`src/rtl/input_capa_search_ctrl_if.sv`:
```
// input_capa_search_ctrl_if: bundles the sequencer's handshake and result bus.
// Ports: start/arrival_circ/arrival_test flow from the bench (master) into the
// sequencer (slave); stim, sel_test, capa_test_code, circuit_delay, test_delay,
// result_code, busy, fin_test and timeout_err flow back from the sequencer.
interface input_capa_search_ctrl_if #(
  parameter int CODE_W = 6,
  parameter int CNT_W  = 16
);
  logic              start;
  logic              arrival_circ;
  logic              arrival_test;
  logic              stim;
  logic              sel_test;
  logic [CODE_W-1:0] capa_test_code;
  logic [CNT_W-1:0]  circuit_delay;
  logic [CNT_W-1:0]  test_delay;
  logic [CODE_W-1:0] result_code;
  logic              busy;
  logic              fin_test;
  logic              timeout_err;
  modport master (
    output start, arrival_circ, arrival_test,
    input  stim, sel_test, capa_test_code, circuit_delay, test_delay,
           result_code, busy, fin_test, timeout_err
  );
  modport slave (
    input  start, arrival_circ, arrival_test,
    output stim, sel_test, capa_test_code, circuit_delay, test_delay,
           result_code, busy, fin_test, timeout_err
  );
endinterface

```
`src/rtl/input_capa_search_ctrl.sv`:
```
// input_capa_search_ctrl: times the circuit path, then binary-searches the
// test-capacitor code until the test-path delay matches the circuit-path delay.
// Ports: clk, rst (async, active high), bus (slave side of the control bus):
//   start in, arrival_circ/arrival_test in (already synchronous), stim out,
//   sel_test out, capa_test_code out, circuit_delay/test_delay out,
//   result_code out, busy out, fin_test out (1-cycle pulse), timeout_err out.
module input_capa_search_ctrl #(
  parameter int              CODE_W     = 6,
  parameter int              CNT_W      = 16,
  parameter int              SETTLE_CYC = 8,
  parameter logic [CNT_W-1:0] MAX_CNT   = CNT_W'(16'hFFF0)
) (
  input logic                     clk,
  input logic                     rst,
  input_capa_search_ctrl_if.slave bus
);
  localparam int IDX_W = CODE_W > 1 ? $clog2(CODE_W) : 1;
  localparam logic [CNT_W-1:0] SETTLE_LAST = CNT_W'(SETTLE_CYC - 1);
  localparam logic [IDX_W-1:0] IDX_TOP = IDX_W'(CODE_W - 1);
  typedef enum logic [2:0] {IDLE, SETTLE, MEAS, DECIDE, DONE, ERR} state_t;
  state_t            state_q, state_d;
  logic [CNT_W-1:0]  cnt_q, cnt_d, circ_q, circ_d, test_q, test_d;
  logic [CODE_W-1:0] code_q, code_d, res_q, res_d, bit_sel, kept;
  logic [IDX_W-1:0]  idx_q, idx_d;
  logic              sel_q, sel_d, terr_q, terr_d;
  logic              flag, settled, tout;
  assign flag    = sel_q ? bus.arrival_test : bus.arrival_circ;
  assign settled = cnt_q == SETTLE_LAST;
  assign tout    = cnt_q == MAX_CNT;
  assign bit_sel = CODE_W'(1) << idx_q;
  // Equal delays keep the trial bit, so the search lands on the largest
  // code whose test delay does not exceed the circuit delay.
  assign kept    = test_q > circ_q ? code_q & ~bit_sel : code_q;
  always_ff @(posedge clk or posedge rst) begin
    if (rst) begin
      state_q <= IDLE;
      cnt_q   <= '0;
      circ_q  <= '0;
      test_q  <= '0;
      code_q  <= '0;
      res_q   <= '0;
      idx_q   <= IDX_TOP;
      sel_q   <= 1'b0;
      terr_q  <= 1'b0;
    end else begin
      state_q <= state_d;
      cnt_q   <= cnt_d;
      circ_q  <= circ_d;
      test_q  <= test_d;
      code_q  <= code_d;
      res_q   <= res_d;
      idx_q   <= idx_d;
      sel_q   <= sel_d;
      terr_q  <= terr_d;
    end
  end
  always_comb begin
    state_d = state_q;
    case (state_q)
      IDLE:    state_d = bus.start ? SETTLE : IDLE;
      SETTLE:  state_d = settled && !flag ? MEAS : SETTLE;
      MEAS:    state_d = flag ? (sel_q ? DECIDE : SETTLE) : (tout ? ERR : MEAS);
      DECIDE:  state_d = idx_q == '0 ? DONE : SETTLE;
      default: state_d = IDLE;
    endcase
  end
  always_comb begin
    bus.stim     = state_q == MEAS;
    bus.busy     = state_q != IDLE;
    bus.fin_test = state_q == DONE || state_q == ERR;
  end
  // One counter serves both phases: cleared on every state change, it
  // saturates at the end of settling so an extended SETTLE cannot wrap, and
  // in MEAS it stops at MAX_CNT because the timeout leaves the state.
  always_comb begin
    cnt_d  = state_d != state_q ? '0 :
             (state_q == MEAS || (state_q == SETTLE && !settled)) ? cnt_q + 1'b1 : cnt_q;
    circ_d = circ_q;
    test_d = test_q;
    code_d = code_q;
    res_d  = res_q;
    idx_d  = idx_q;
    sel_d  = sel_q;
    terr_d = terr_q;
    if (state_q == IDLE && bus.start) begin
      terr_d = 1'b0;
      sel_d  = 1'b0;
      code_d = '0;
      idx_d  = IDX_TOP;
    end
    if (state_q == MEAS && flag && !sel_q) begin
      circ_d = cnt_q;
      sel_d  = 1'b1;
      code_d = CODE_W'(1) << (CODE_W - 1);
    end
    if (state_q == MEAS && flag && sel_q) test_d = cnt_q;
    if (state_q == MEAS && !flag && tout) begin
      terr_d = 1'b1;
      res_d  = '0;
    end
    if (state_q == DECIDE) begin
      code_d = kept | (bit_sel >> 1);
      idx_d  = idx_q == '0 ? idx_q : idx_q - 1'b1;
      res_d  = idx_q == '0 ? kept : res_q;
    end
  end
  assign bus.sel_test       = sel_q;
  assign bus.capa_test_code = code_q;
  assign bus.circuit_delay  = circ_q;
  assign bus.test_delay     = test_q;
  assign bus.result_code    = res_q;
  assign bus.timeout_err    = terr_q;
endmodule

```
`src/flat_wrapper.sv`:
```
// flat-port wrapper written by rule: the top's interface ports become plain ports
module input_capa_search_ctrl_flat 
#(
  parameter int              CODE_W     = 6,
  parameter int              CNT_W      = 16,
  parameter int              SETTLE_CYC = 8,
  parameter logic [CNT_W-1:0] MAX_CNT   = CNT_W'(16'hFFF0)
)
  (clk, rst, bus_start, bus_arrival_circ, bus_arrival_test, bus_stim, bus_sel_test, bus_capa_test_code, bus_circuit_delay, bus_test_delay, bus_result_code, bus_busy, bus_fin_test, bus_timeout_err);
  input_capa_search_ctrl_if #(.CODE_W(CODE_W), .CNT_W(CNT_W)) bus_i ();
  input logic clk;
  input logic rst;
  input wire logic [$bits(bus_i.start)-1:0] bus_start;
  input wire logic [$bits(bus_i.arrival_circ)-1:0] bus_arrival_circ;
  input wire logic [$bits(bus_i.arrival_test)-1:0] bus_arrival_test;
  output wire logic [$bits(bus_i.stim)-1:0] bus_stim;
  output wire logic [$bits(bus_i.sel_test)-1:0] bus_sel_test;
  output wire logic [$bits(bus_i.capa_test_code)-1:0] bus_capa_test_code;
  output wire logic [$bits(bus_i.circuit_delay)-1:0] bus_circuit_delay;
  output wire logic [$bits(bus_i.test_delay)-1:0] bus_test_delay;
  output wire logic [$bits(bus_i.result_code)-1:0] bus_result_code;
  output wire logic [$bits(bus_i.busy)-1:0] bus_busy;
  output wire logic [$bits(bus_i.fin_test)-1:0] bus_fin_test;
  output wire logic [$bits(bus_i.timeout_err)-1:0] bus_timeout_err;
  assign bus_i.start = bus_start;
  assign bus_i.arrival_circ = bus_arrival_circ;
  assign bus_i.arrival_test = bus_arrival_test;
  assign bus_stim = bus_i.stim;
  assign bus_sel_test = bus_i.sel_test;
  assign bus_capa_test_code = bus_i.capa_test_code;
  assign bus_circuit_delay = bus_i.circuit_delay;
  assign bus_test_delay = bus_i.test_delay;
  assign bus_result_code = bus_i.result_code;
  assign bus_busy = bus_i.busy;
  assign bus_fin_test = bus_i.fin_test;
  assign bus_timeout_err = bus_i.timeout_err;
  input_capa_search_ctrl #(.CODE_W(CODE_W), .CNT_W(CNT_W), .SETTLE_CYC(SETTLE_CYC), .MAX_CNT(MAX_CNT)) u_core (.clk(clk), .rst(rst), .bus(bus_i));
endmodule
```
`config.mk`:
```
export PLATFORM = sky130hd
export DESIGN_NAME = input_capa_search_ctrl_flat
export DESIGN_NICKNAME = d
export VERILOG_FILES = /design/src/rtl/input_capa_search_ctrl_if.sv /design/src/rtl/input_capa_search_ctrl.sv /design/src/flat_wrapper.sv
export SDC_FILE = /design/constraint.sdc
export NUM_CORES = 1
export LEC_CHECK = 0
export CAP_MARGIN = 40
export CELL_PAD_IN_SITES_DETAIL_PLACEMENT = 1
export CELL_PAD_IN_SITES_GLOBAL_PLACEMENT = 1
export CORE_MARGIN = 2
export CORE_UTILIZATION = 42
export DETAILED_ROUTE_END_ITERATION = 10
export PLACE_DENSITY_LB_ADDON = 0.1
export SLEW_MARGIN = 25
export SYNTH_ARGS = -nofsm -noshare
export SYNTH_HDL_FRONTEND = slang
export SYNTH_SLANG_ARGS = --single-unit
```
`constraint.sdc`:
```
create_clock -name clk -period 3 [get_ports clk]
set_clock_uncertainty 0.05 [all_clocks]
set_input_delay 0.6 -clock clk [delete_from_list [all_inputs] [get_ports clk]]
set_output_delay 0.6 -clock clk [all_outputs]
set_load 0.005 [all_outputs]
```
# Word-level counts from Yosys, hierarchy flattened
# Index checks and enable logic that the tools add are counted.
op_classes:
  order_cmp: 1
  muxes: 23
  addsub: 2
  n_reduce_logical: 24
  shift: 1
  n_eq_ne: 10
  bitwise: 3
ops:
  columns: ["cell", "count"]
  rows:
  - ["2-to-1 mux 6 bit", 7]
  - ["2-to-1 mux 16 bit", 2]
  - ["2-to-1 mux 3 bit", 6]
  - ["adder 16 x 1 -> 16 bit (second input constant)", 1]
  - ["equality test 16 bit (second input constant)", 1]
  - ["equality test 16 x 3 -> 1 bit (second input constant)", 1]
  - ["> comparator 16 bit", 1]
  - ["one-hot mux 3 bit (4 select lines)", 1]
  - ["nonzero test 2 bit", 5]
  - ["logical AND 1 bit", 8]
  - ["AND 6 bit", 1]
  - ["equality test 3 x 2 -> 1 bit (second input constant)", 2]
  - ["equality test 3 bit (second input constant)", 2]
  - ["zero test 3 bit", 2]
  - ["inverter 6 bit", 1]
  - ["bitwise OR 6 x 5 -> 6 bit", 1]
  - ["nonzero test 3 bit", 2]
  - ["left shift 1 x 3 -> 6 bit (first input constant)", 1]
  - ["2-to-1 mux 1 bit", 5]
  - ["2-to-1 mux 2 bit", 2]
  - ["AND reduction 2 bit", 2]
  - ["equality test 3 x 1 -> 1 bit (second input constant)", 1]
  - ["zero test 1 bit", 3]
  - ["!= test 3 bit", 1]
  - ["other kinds (4)", 5]
totals:
  elab_cells: 73
  in_bits: 5
  regBits: 68
  output_inout_bits: 49

# Depth between registers and ports, before layout
# Gate-level depths: netlist (run 1).
logic_depth:
  ltp_word: 7
  ltp_mapped: 8
  mapped_depth_nobuf: 8

# Least setup slack after synthesis (run 1)
# No wires, ideal clock.
synth_path:
  path_kind: "reg2reg"
  from: "register u_core.test_q[13], in the netlist u_core.bus.test_delay[13]"
  to: "register u_core.res_q[3], in the netlist u_core.bus.result_code[3]"
  setup_ps: 122
  path_stages_with_launch: 8
  n_path_buf: 0
  t_arrival_ps: 2170
  required_time_ps: 2828
  setup_slack_ps: 658
  synth_period_minus_slack_ps: 2342
  cell_sequence: "dfrtp_1 ha_1 nand4_2 or4_4 a21oi_2 nor3b_2 or3b_1 a32o_1"
synth_via:
  elab_chain_cells: 4
synth_rtl:
  columns: ["element", "line", "text"]
  rows:
  - ["from (decl)", "input_capa_search_ctrl.sv:22", "logic [CNT_W-1:0] cnt_q, cnt_d, circ_q, circ_d, test_q, test_d;"]
  - ["from (signal assigned)", "input_capa_search_ctrl.sv:49", "test_q <= test_d;"]
  - ["> comparator 16 bit", "input_capa_search_ctrl.sv:33", "assign kept = test_q > circ_q ? code_q & ~bit_sel : code_q;"]
  - ["2-to-1 mux 6 bit", "input_capa_search_ctrl.sv:33", null]
  - ["2-to-1 mux 6 bit", "input_capa_search_ctrl.sv:104", "res_d = idx_q == '0 ? kept : res_q;"]
  - ["2-to-1 mux 6 bit", "input_capa_search_ctrl.sv:101", "if (state_q == DECIDE) begin"]
  - ["to (signal assigned)", "input_capa_search_ctrl.sv:51", "res_q <= res_d;"]
  - ["to (decl)", "input_capa_search_ctrl.sv:23", "logic [CODE_W-1:0] code_q, code_d, res_q, res_d, bit_sel, kept;"]
# No other way between the ends. The select of a mux whose other input is x is not followed.
# A chain may end at the register's enable or synchronous reset.

# Worst setup path after layout (run 1)
layout_path:
  from: "register u_core.state_q[2]"
  to: "output port bus_stim"
layout_via:
  elab_chain_cells: 1
layout_rtl:
  columns: ["element", "line", "text"]
  rows:
  - ["from (decl)", "input_capa_search_ctrl.sv:21", "state_t state_q, state_d;"]
  - ["from (signal assigned)", "input_capa_search_ctrl.sv:46", "state_q <= state_d;"]
  - ["equality test 3 x 2 -> 1 bit", "input_capa_search_ctrl.sv:68", "bus.stim = state_q == MEAS;"]
  - ["to (decl)", "flat_wrapper.sv:16", "output wire logic [$bits(bus_i.stim)-1:0] bus_stim;"]
# No other way between the ends.

==> flow_summary.yaml, run 1 <==
hold_path:
  holdPathStages: 2
  worstHoldStart: "u_core.bus.result_code[5]$_DFFE_PP0P_"
  min_to: "u_core.bus.result_code[5]$_DFFE_PP0P_"
  hp-class: "reg2reg"
timing:
  hold_violations: 0
  tns_ns: 0
  period_share_pct: 86.4
  relSlewSlack_pct: 55.3
  setup_violations: 0
  fin_crit_ns: 2.59
  fmaxAchievable_mhz: 386
  rsz0062_at_grt: "no"
  tightest_slew_ns: 0.671
  drv_slew: 0
worst_setup_path:
  path_max_fanout: 8
  crit_start: "u_core.state_q[2]$_DFF_PP0_"
  cpPeakStageDelay_ns: 0.56
  r2r_start: "u_core.bus.test_delay[11]$_DFFE_PP0P_"
  reg2reg_slack_ns: 0.51
  startpoint_type: "flop"
  critical_path.slowest_cell: "clkdlybuf4s50_1"
  cp-end-kind: "output port"
  path_cells: "nor2_1 > nand2_1 > inv_1 > clkdlybuf4s50_1"
  rr_endpoint: "u_core.bus.result_code[3]$_DFFE_PP0P_"
  required_ns: 2.35
  critPathArrivalTime_ns: 1.94
  critPathKind: "reg2out"
  reg2regPathDepth: 7
route:
  wl_met1_mm: 4.30
  top_layer: "met4"
  wl_met2_mm: 4.13
  via_count: 2676
  wl_per_cell_um: 17.3
  vias_per_cell: 5.27
  met3_length_um: 288
  drt_iter0_markers: 79
  drt_wl_total_mm: 8.78
  route.detailed.drc: 0
  firstDrtPassIters: 4
  ant_nets: 0
clocking:
  cts-resized-gates: 0
  cts_setup_buffers: 0
  ctsLongestPathBuffers: 2
  ctsHoldBuffers: 0
  cts.clk_slew.worst_paths_ns: 0.08
  cts_buffers: 9
  cts.htree.levels: 3
  clkSinkCount: 68
  cts_root_buf: "clkbuf_8"
  cts_tree: "done"
  clk_latency_ns: 0.35
final_layout:
  final_common_cell: "dfrtp_1"
  area_growth_syn_to_layout_pct: 24.2
  postLayoutCellArea_um2: 4370
  mostFrequentLayoutCells: "dfrtp_1, clkdlybuf4s50_1, nor2_1"
  n_antenna_cell: 0
  final_layout_size_suffix_gt1_share_pct: 13.4
  nets: 426
floorplan:
  io_pins: 54
  die_h_um: 95.5
  rows: 33
  dieArea_um2: 9130
  start_util_pct: 43.1
  die-width_um: 95.5
  core_um2: 8180
logic_synthesis:
  synthCells: 339
  synth.largest_area_cell: "dfrtp_1"
  syn_area_per_cell_um2: 10.4
  synth_edf_count: 0
  yosysWarnings: 0
  yosys_most_used_dff: "dfrtp_1"
  seq_area_frac_synth_pct: 48.4
  syn_nets: 367
  synth.top_cell.area_share_pct: 46.9
  netlist_area_um2: 3520
  ys_seq_elements: 68
  ys_async_sr_fraction_pct: 100
  synth.area.top_cells: "dfrtp_1, mux2_2, ha_1"
  synth_cell_types: 49
outcome:
  status: "finished, final reports clean"
grt:
  grt_max_degree: 43
  grt_antenna_before_repair: 0
  grt_pass1_vias: 2776
  gr-total-overflow: 0
  grt_usage_pct: 21.1
  grt_first_pass_wirelength_mm: 14.4
placement:
  dp_hpwl_mm: 6.44
  placed_area_um2: 4180
  gp_congestion: 0.806
  portBuffers: 53
power:
  peakVddDrop_mv: 0.423
  pwr_density_cell_nw_per_um2: 625
  leakagePower_uw: 0.00197
run:
  drv_cap: 0
[worst max path at each step]
stage,end,slack (ns)
5_1_grt,bus_stim,0.31
3_3_place_gp,u_core.cnt_q[8]$_DFFE_PP0P_,0.56
4_1_cts,bus_stim,0.39
3_5_place_dp,u_core.bus.result_code[3]$_DFFE_PP0P_,0.52
6_report,bus_stim,0.41
2_1_floorplan,u_core.bus.capa_test_code[0]$_DFFE_PP0P_,0.64
[layout make-up]
class	instances	area (um2)
Fill cell	920	3800
Sequential cell	68	1700
Multi-Input combinational cell	231	1650
Timing Repair Buffer	58	581
Clock buffer	14	153
Tap cell	105	131
Inverter	30	113
Clock inverter	2	35.0
[synth_stat cells (all sizes together) (2+ instances only)]
library cell   n
a22o           2
o221ai         2
nand2         28
a31oi          2
buf            4
nor3           6
clkbuf         6
mux2          28
a21o           2
ha            23
nand2b         2
inv           30
o31ai          2
nand4          6
nand3         10
nand3b         3
o21ai         18
nor2b          6
xnor2         10
nor3b          2
xor2           5
a21oi         16
dfrtp         66
o21a           2
and4           3
nor4b          2
nor2          35
dfstp          2
[kinds of logic after synthesis]
group                    Yosys count  synth area share [%]
AND/OR/NAND/NOR                  109                  15.6
flip-flops                        68                  48.4
AO/OA/AOI/OAI                     55                  10.2
buffers and inverters             40                  4.59
multiplexers                      29                  9.24
adder cells (fa/ha/maj)           23                  8.18
XOR/XNOR                          15                  3.73
[metrics by stage]
stage	total power, uW	hold slack (ns)	setup WS (ns)	std cells	utilization (%)
2_1_floorplan	1690	0.423	0.642	339	-
3_3_place_gp	1980	0.413	0.560	492	51.2
3_5_place_dp	2000	0.432	0.524	492	51.2
4_1_cts	2760	0.447	0.386	508	53.5
5_1_grt	2920	0.485	0.308	508	53.5
6_report	2730	0.438	0.409	508	53.5
[sequential cells by signal, indices dropped and copies added (netlist names)]
register and flops:
u_core.bus.capa_test_code 6, u_core.bus.timeout_err 1, u_core.cnt_q 16, u_core.state_q 3
u_core.bus.sel_test 1, u_core.idx_q 3, u_core.bus.test_delay 16, u_core.bus.result_code 6
u_core.bus.circuit_delay 16
[worst max-delay path, delay by kind of cell (launching register included)]
family | cells | cell delay (ns)
buffers and inverters | 2 | 0.82
DFF | 1 | 0.46
and+or+nand+nor | 2 | 0.31
[per-layer routing]
layer  global-route usage [%]  vias up
li1                         -     1289
met1                     29.7     1334
met2                     33.2       48
met3                     4.51        5
met4                     5.00        0
met5                        0        -
[power breakdown]
group	switching, uW	leakage, uW	internal (uW)
registers	167	0.000907	1050
clock network	347	0.0000947	408
logic	396	0.000969	368
total	910	0.00197	1820
Power figures use the tool's default switching activity.
==> inputs of run 2 (changes only) <==
--- a/config.mk
+++ b/config.mk
@@ -12,7 +12,7 @@
 export CORE_UTILIZATION = 42
 export DETAILED_ROUTE_END_ITERATION = 10
 export PLACE_DENSITY_LB_ADDON = 0.1
-export SLEW_MARGIN = 25
+export RECOVER_POWER = 25
 export SYNTH_ARGS = -nofsm -noshare
 export SYNTH_HDL_FRONTEND = slang
 export SYNTH_SLANG_ARGS = --single-unit
==> flow_summary.yaml, run 2 (same netlist as run 1, synthesis figures left out) <==
clocking:
  cts_buffers: 9
  cts_tree: "done"
  cts.clk_slew.worst_paths_ns: 0.08
  ctsHoldBuffers: 0
  cts.htree.levels: 3
  cts-resized-gates: 0
  cts_root_buf: "clkbuf_8"
  cts_setup_buffers: 0
  clk_latency_ns: 0.35
  ctsLongestPathBuffers: 2
  clkSinkCount: 68
route:
  firstDrtPassIters: 4
  route.detailed.drc: 0
  ant_nets: 0
  wl_per_cell_um: 17.3
  vias_per_cell: 5.27
  drt_wl_total_mm: 8.78
  via_count: 2675
  drt_iter0_markers: 79
timing:
  hold_violations: 0
  tightest_slew_ns: 1.13
  relSlewSlack_pct: 24.3
  rsz0062_at_grt: "no"
  setup_slack_ns: 0.409
  tns_ns: 0
  fmaxAchievable_mhz: 386
  setup_violations: 0
  fin_crit_ns: 2.59
  drv_slew: 0
  period_share_pct: 86.4
placement:
  portBuffers: 53
  placedCellCount: 492
  dp_hpwl_mm: 6.44
  pre_cts_ws_ns: 0.524
  gp_congestion: 0.806
final_layout:
  fill_cells: 920
  mostFrequentLayoutCells: "dfrtp_1, clkdlybuf4s50_1, nor2_1"
  final_common_cell: "dfrtp_1"
  n_antenna_cell: 0
  seqCellArea_um2: 1700
  utilization_pct: 53.5
  multiInputGateArea_um2: 1650
  final_layout_size_suffix_gt1_share_pct: 13.2
  nets: 426
  area_growth_syn_to_layout_pct: 24.2
  finalNonFillerCells: 508
worst_setup_path:
  critPathKind: "reg2out"
  cp-end-kind: "output port"
  path_max_fanout: 8
  reg2regPathDepth: 7
  crit_start: "u_core.state_q[2]$_DFF_PP0_"
  rr_endpoint: "u_core.bus.result_code[3]$_DFFE_PP0P_"
  required_ns: 2.35
  startpoint_type: "flop"
  critPathArrivalTime_ns: 1.94
  reg2reg_slack_ns: 0.51
  crit_path_end: "bus_stim"
  r2r_start: "u_core.bus.test_delay[11]$_DFFE_PP0P_"
outcome:
  status: "finished, final reports clean"
run:
  drv_cap: 0
hold_path:
  hp-class: "reg2reg"
  holdPathStages: 2
power:
  power_uw: 2730
  pwr_density_cell_nw_per_um2: 625
  leakagePower_uw: 0.00197
  peakVddDrop_mv: 0.423
floorplan:
  start_util_pct: 43.1
  dieArea_um2: 9130
  rows: 33
  die_h_um: 95.5
  io_pins: 54
  core_um2: 8180
  die-width_um: 95.5
grt:
  grt_usage_pct: 21.1
  grt_max_degree: 43
  grt_antenna_before_repair: 0
  gr-total-overflow: 0
  grt_pass1_vias: 2776
  grt_first_pass_wirelength_mm: 14.4
==> run 2: cell count changes in the layout (fill, tap and decap cells not counted), sizes merged <==
cell,delta
clkdlybuf4s50,-1
dlygate4sd3,+1
==> run 2: per-layer routing <==
layer | part of all wire, % | GRT usage [%]
met1 | 49 | 29.7
met2 | 47 | 33.2
met3 | 3.3 | 4.51
met4 | 0.72 | 5.00
met5 | 0 | 0
==> run 2: report_power, final <==
group | internal [uW] | switching, uW
clock network | 408 | 347
registers | 1050 | 167
logic | 368 | 396
==> run 2: worst max-delay path, cell delays in order, from the launching register on <==
cell and delay, ns:
dfrtp_1 0.46, nor2_1 0.19, nand2_1 0.12, inv_1 0.26, clkdlybuf4s50_1 0.56
==> run 2: per-stage QoR <==
stage          cell area (um2)  hold WS, ns
5_1_grt                   4370        0.485
3_5_place_dp              4180        0.432
4_1_cts                   4370        0.447
6_report                  4370        0.438
3_3_place_gp              4180        0.413
2_1_floorplan             3520        0.423
==> run 2: cell type report <==
cell class              count  share of cell area [%]
well taps                 105                    3.01
clock inverters             2                   0.802
clock buffers              14                    3.49
multi-input cells         231                    37.8
repair buffers             58                    13.3
inverters                  30                    2.58
flip-flops and latches     68                    39.0
==> run 2: worst min-delay path by stage <==
| stage | startpoint | endpoint | slack (ns) |
|---|---|---|---|
| floorplan | u_core.bus.result_code[0]$_DFFE_PP0P_ | u_core.bus.result_code[0]$_DFFE_PP0P_ | 0.42 |
| global route | u_core.bus.result_code[3]$_DFFE_PP0P_ | u_core.bus.result_code[3]$_DFFE_PP0P_ | 0.48 |
| CTS | u_core.bus.result_code[5]$_DFFE_PP0P_ | u_core.bus.result_code[5]$_DFFE_PP0P_ | 0.45 |
| global placement | u_core.bus.result_code[5]$_DFFE_PP0P_ | u_core.bus.result_code[5]$_DFFE_PP0P_ | 0.41 |
| detailed placement | u_core.bus.result_code[5]$_DFFE_PP0P_ | u_core.bus.result_code[5]$_DFFE_PP0P_ | 0.43 |
| finish | u_core.bus.result_code[5]$_DFFE_PP0P_ | u_core.bus.result_code[5]$_DFFE_PP0P_ | 0.44 |
==> inputs of run 3 (changes only) <==
--- a/config.mk
+++ b/config.mk
@@ -11,7 +11,7 @@
 export CORE_MARGIN = 2
 export CORE_UTILIZATION = 42
 export DETAILED_ROUTE_END_ITERATION = 10
-export PLACE_DENSITY_LB_ADDON = 0.1
+export PLACE_DENSITY = 0.82
 export RECOVER_POWER = 25
 export SYNTH_ARGS = -nofsm -noshare
 export SYNTH_HDL_FRONTEND = slang
==> flow_summary.yaml, run 3 (same netlist as run 1, synthesis figures left out) <==
placement:
  portBuffers: 53
  gp_congestion: 0.772
  dp_hpwl_mm: 6.53
clocking:
  cts.clk_slew.worst_paths_ns: 0.08
  ctsLongestPathBuffers: 2
  cts_setup_buffers: 0
  cts_tree: "done"
  cts.htree.levels: 3
  cts_root_buf: "clkbuf_8"
  clkSinkCount: 68
  cts-resized-gates: 0
  clk_latency_ns: 0.35
  cts_buffers: 9
  ctsHoldBuffers: 0
worst_setup_path:
  r2r_start: "u_core.bus.test_delay[13]$_DFFE_PP0P_"
  cp-end-kind: "output port"
  critPathKind: "reg2out"
  reg2reg_slack_ns: 0.48
  required_ns: 2.35
  reg2regPathDepth: 7
  cpPeakStageDelay_ns: 0.56
  path_cells: "nor2_1 > nand2_1 > inv_1 > clkdlybuf4s50_1"
  crit_start: "u_core.state_q[0]$_DFF_PP0_"
  crit_path_end: "bus_stim"
  rr_endpoint: "u_core.bus.result_code[3]$_DFFE_PP0P_"
  critPathArrivalTime_ns: 1.94
  critical_path.slowest_cell: "clkdlybuf4s50_1"
  startpoint_type: "flop"
  path_max_fanout: 8
final_layout:
  mostFrequentLayoutCells: "dfrtp_1, clkdlybuf4s50_1, nor2_1"
  final_layout_size_suffix_gt1_share_pct: 13.9
  final_common_cell: "dfrtp_1"
  nets: 426
  n_antenna_cell: 0
  area_growth_syn_to_layout_pct: 24.4
  utilization_pct: 53.6
timing:
  setup_violations: 0
  relSlewSlack_pct: 16.6
  tns_ns: 0
  fin_crit_ns: 2.59
  drv_slew: 0
  period_share_pct: 86.4
  tightest_slew_ns: 1.25
  fmaxAchievable_mhz: 386
  rsz0062_at_grt: "no"
  hold_violations: 0
power:
  peakVddDrop_mv: 0.314
  leakagePower_uw: 0.00198
  pwr_density_cell_nw_per_um2: 641
floorplan:
  die_h_um: 95.5
  die-width_um: 95.5
  io_pins: 54
  rows: 33
  core_um2: 8180
  start_util_pct: 43.1
  dieArea_um2: 9130
route:
  wl_met2_mm: 4.55
  firstDrtPassIters: 4
  route.detailed.drc: 0
  via_count: 2763
  drt_wl_total_mm: 8.92
  wl_per_cell_um: 17.5
  met3_length_um: 332
  drt_iter0_markers: 113
  ant_nets: 0
  vias_per_cell: 5.44
  wl_met1_mm: 3.92
  top_layer: "met4"
grt:
  grt_pass1_vias: 3015
  gr-total-overflow: 0
  grt_antenna_before_repair: 0
  grt_first_pass_wirelength_mm: 14.9
  grt_usage_pct: 21.3
  grt_max_degree: 34
hold_path:
  hp-class: "reg2reg"
outcome:
  status: "finished, final reports clean"
run:
  drv_cap: 0
## run 3: how the worst min path moves through the flow
| stage | from | end | slack, ns | depth (start not counted) |
|---|---|---|---|---|
| final | u_core.bus.result_code[0]$_DFFE_PP0P_ | u_core.bus.result_code[0]$_DFFE_PP0P_ | 0.43 | 2 |
| after global routing | u_core.bus.timeout_err$_DFFE_PP0P_ | u_core.bus.timeout_err$_DFFE_PP0P_ | 0.47 | 1 |
| after CTS | u_core.bus.result_code[0]$_DFFE_PP0P_ | u_core.bus.result_code[0]$_DFFE_PP0P_ | 0.44 | 2 |
| after detailed placement | u_core.bus.result_code[0]$_DFFE_PP0P_ | u_core.bus.result_code[0]$_DFFE_PP0P_ | 0.42 | 2 |
| after global placement | u_core.bus.result_code[5]$_DFFE_PP0P_ | u_core.bus.result_code[5]$_DFFE_PP0P_ | 0.41 | 2 |
| after floorplan | u_core.bus.result_code[0]$_DFFE_PP0P_ | u_core.bus.result_code[0]$_DFFE_PP0P_ | 0.42 | 2 |
## run 3: routing by layer
| metal | global-route usage [%] | vias up |
|---|---|---|
| li1 | - | 1288 |
| met1 | 27.7 | 1418 |
| met2 | 36.0 | 46 |
| met3 | 3.95 | 11 |
| met4 | 6.90 | 0 |
| met5 | 0 | - |
## run 3: stage by stage
| step | power [uW] | hold WS (ns) | cell area (um2) | setup slack [ns] | std cells |
|---|---|---|---|---|---|
| 2_1_floorplan | 1690 | 0.423 | 3520 | 0.642 | 339 |
| 4_1_cts | 2830 | 0.440 | 4390 | 0.419 | 508 |
| 5_1_grt | 2990 | 0.470 | 4380 | 0.302 | 508 |
| 6_report | 2810 | 0.435 | 4380 | 0.407 | 508 |
| 3_3_place_gp | 1960 | 0.410 | 4170 | 0.573 | 492 |
| 3_5_place_dp | 1990 | 0.422 | 4170 | 0.478 | 492 |
## run 3: where the power goes
group | switching, uW | leakage (uW) | internal (uW)
Sequential | 166 | 0.000907 | 1050
Clock | 364 | 0.000109 | 465
Combinational | 406 | 0.000965 | 359
Total | 937 | 0.00198 | 1870
## run 3: final cells by class
type                    instances  area, um2
repair buffers                 58        566
flip-flops and latches         68       1700
multi-input cells             231       1650
clock buffers                   9        124
inverters                      30        113
fillers                       904       3800
well taps                     105        131
clock inverters                 7       91.3
## run 3: worst max-delay path: cells and delay by family (launching register included)
kind | cells | cell delay (ns)
flops | 1 | 0.45
simple gates | 2 | 0.34
buf+inv | 2 | 0.81
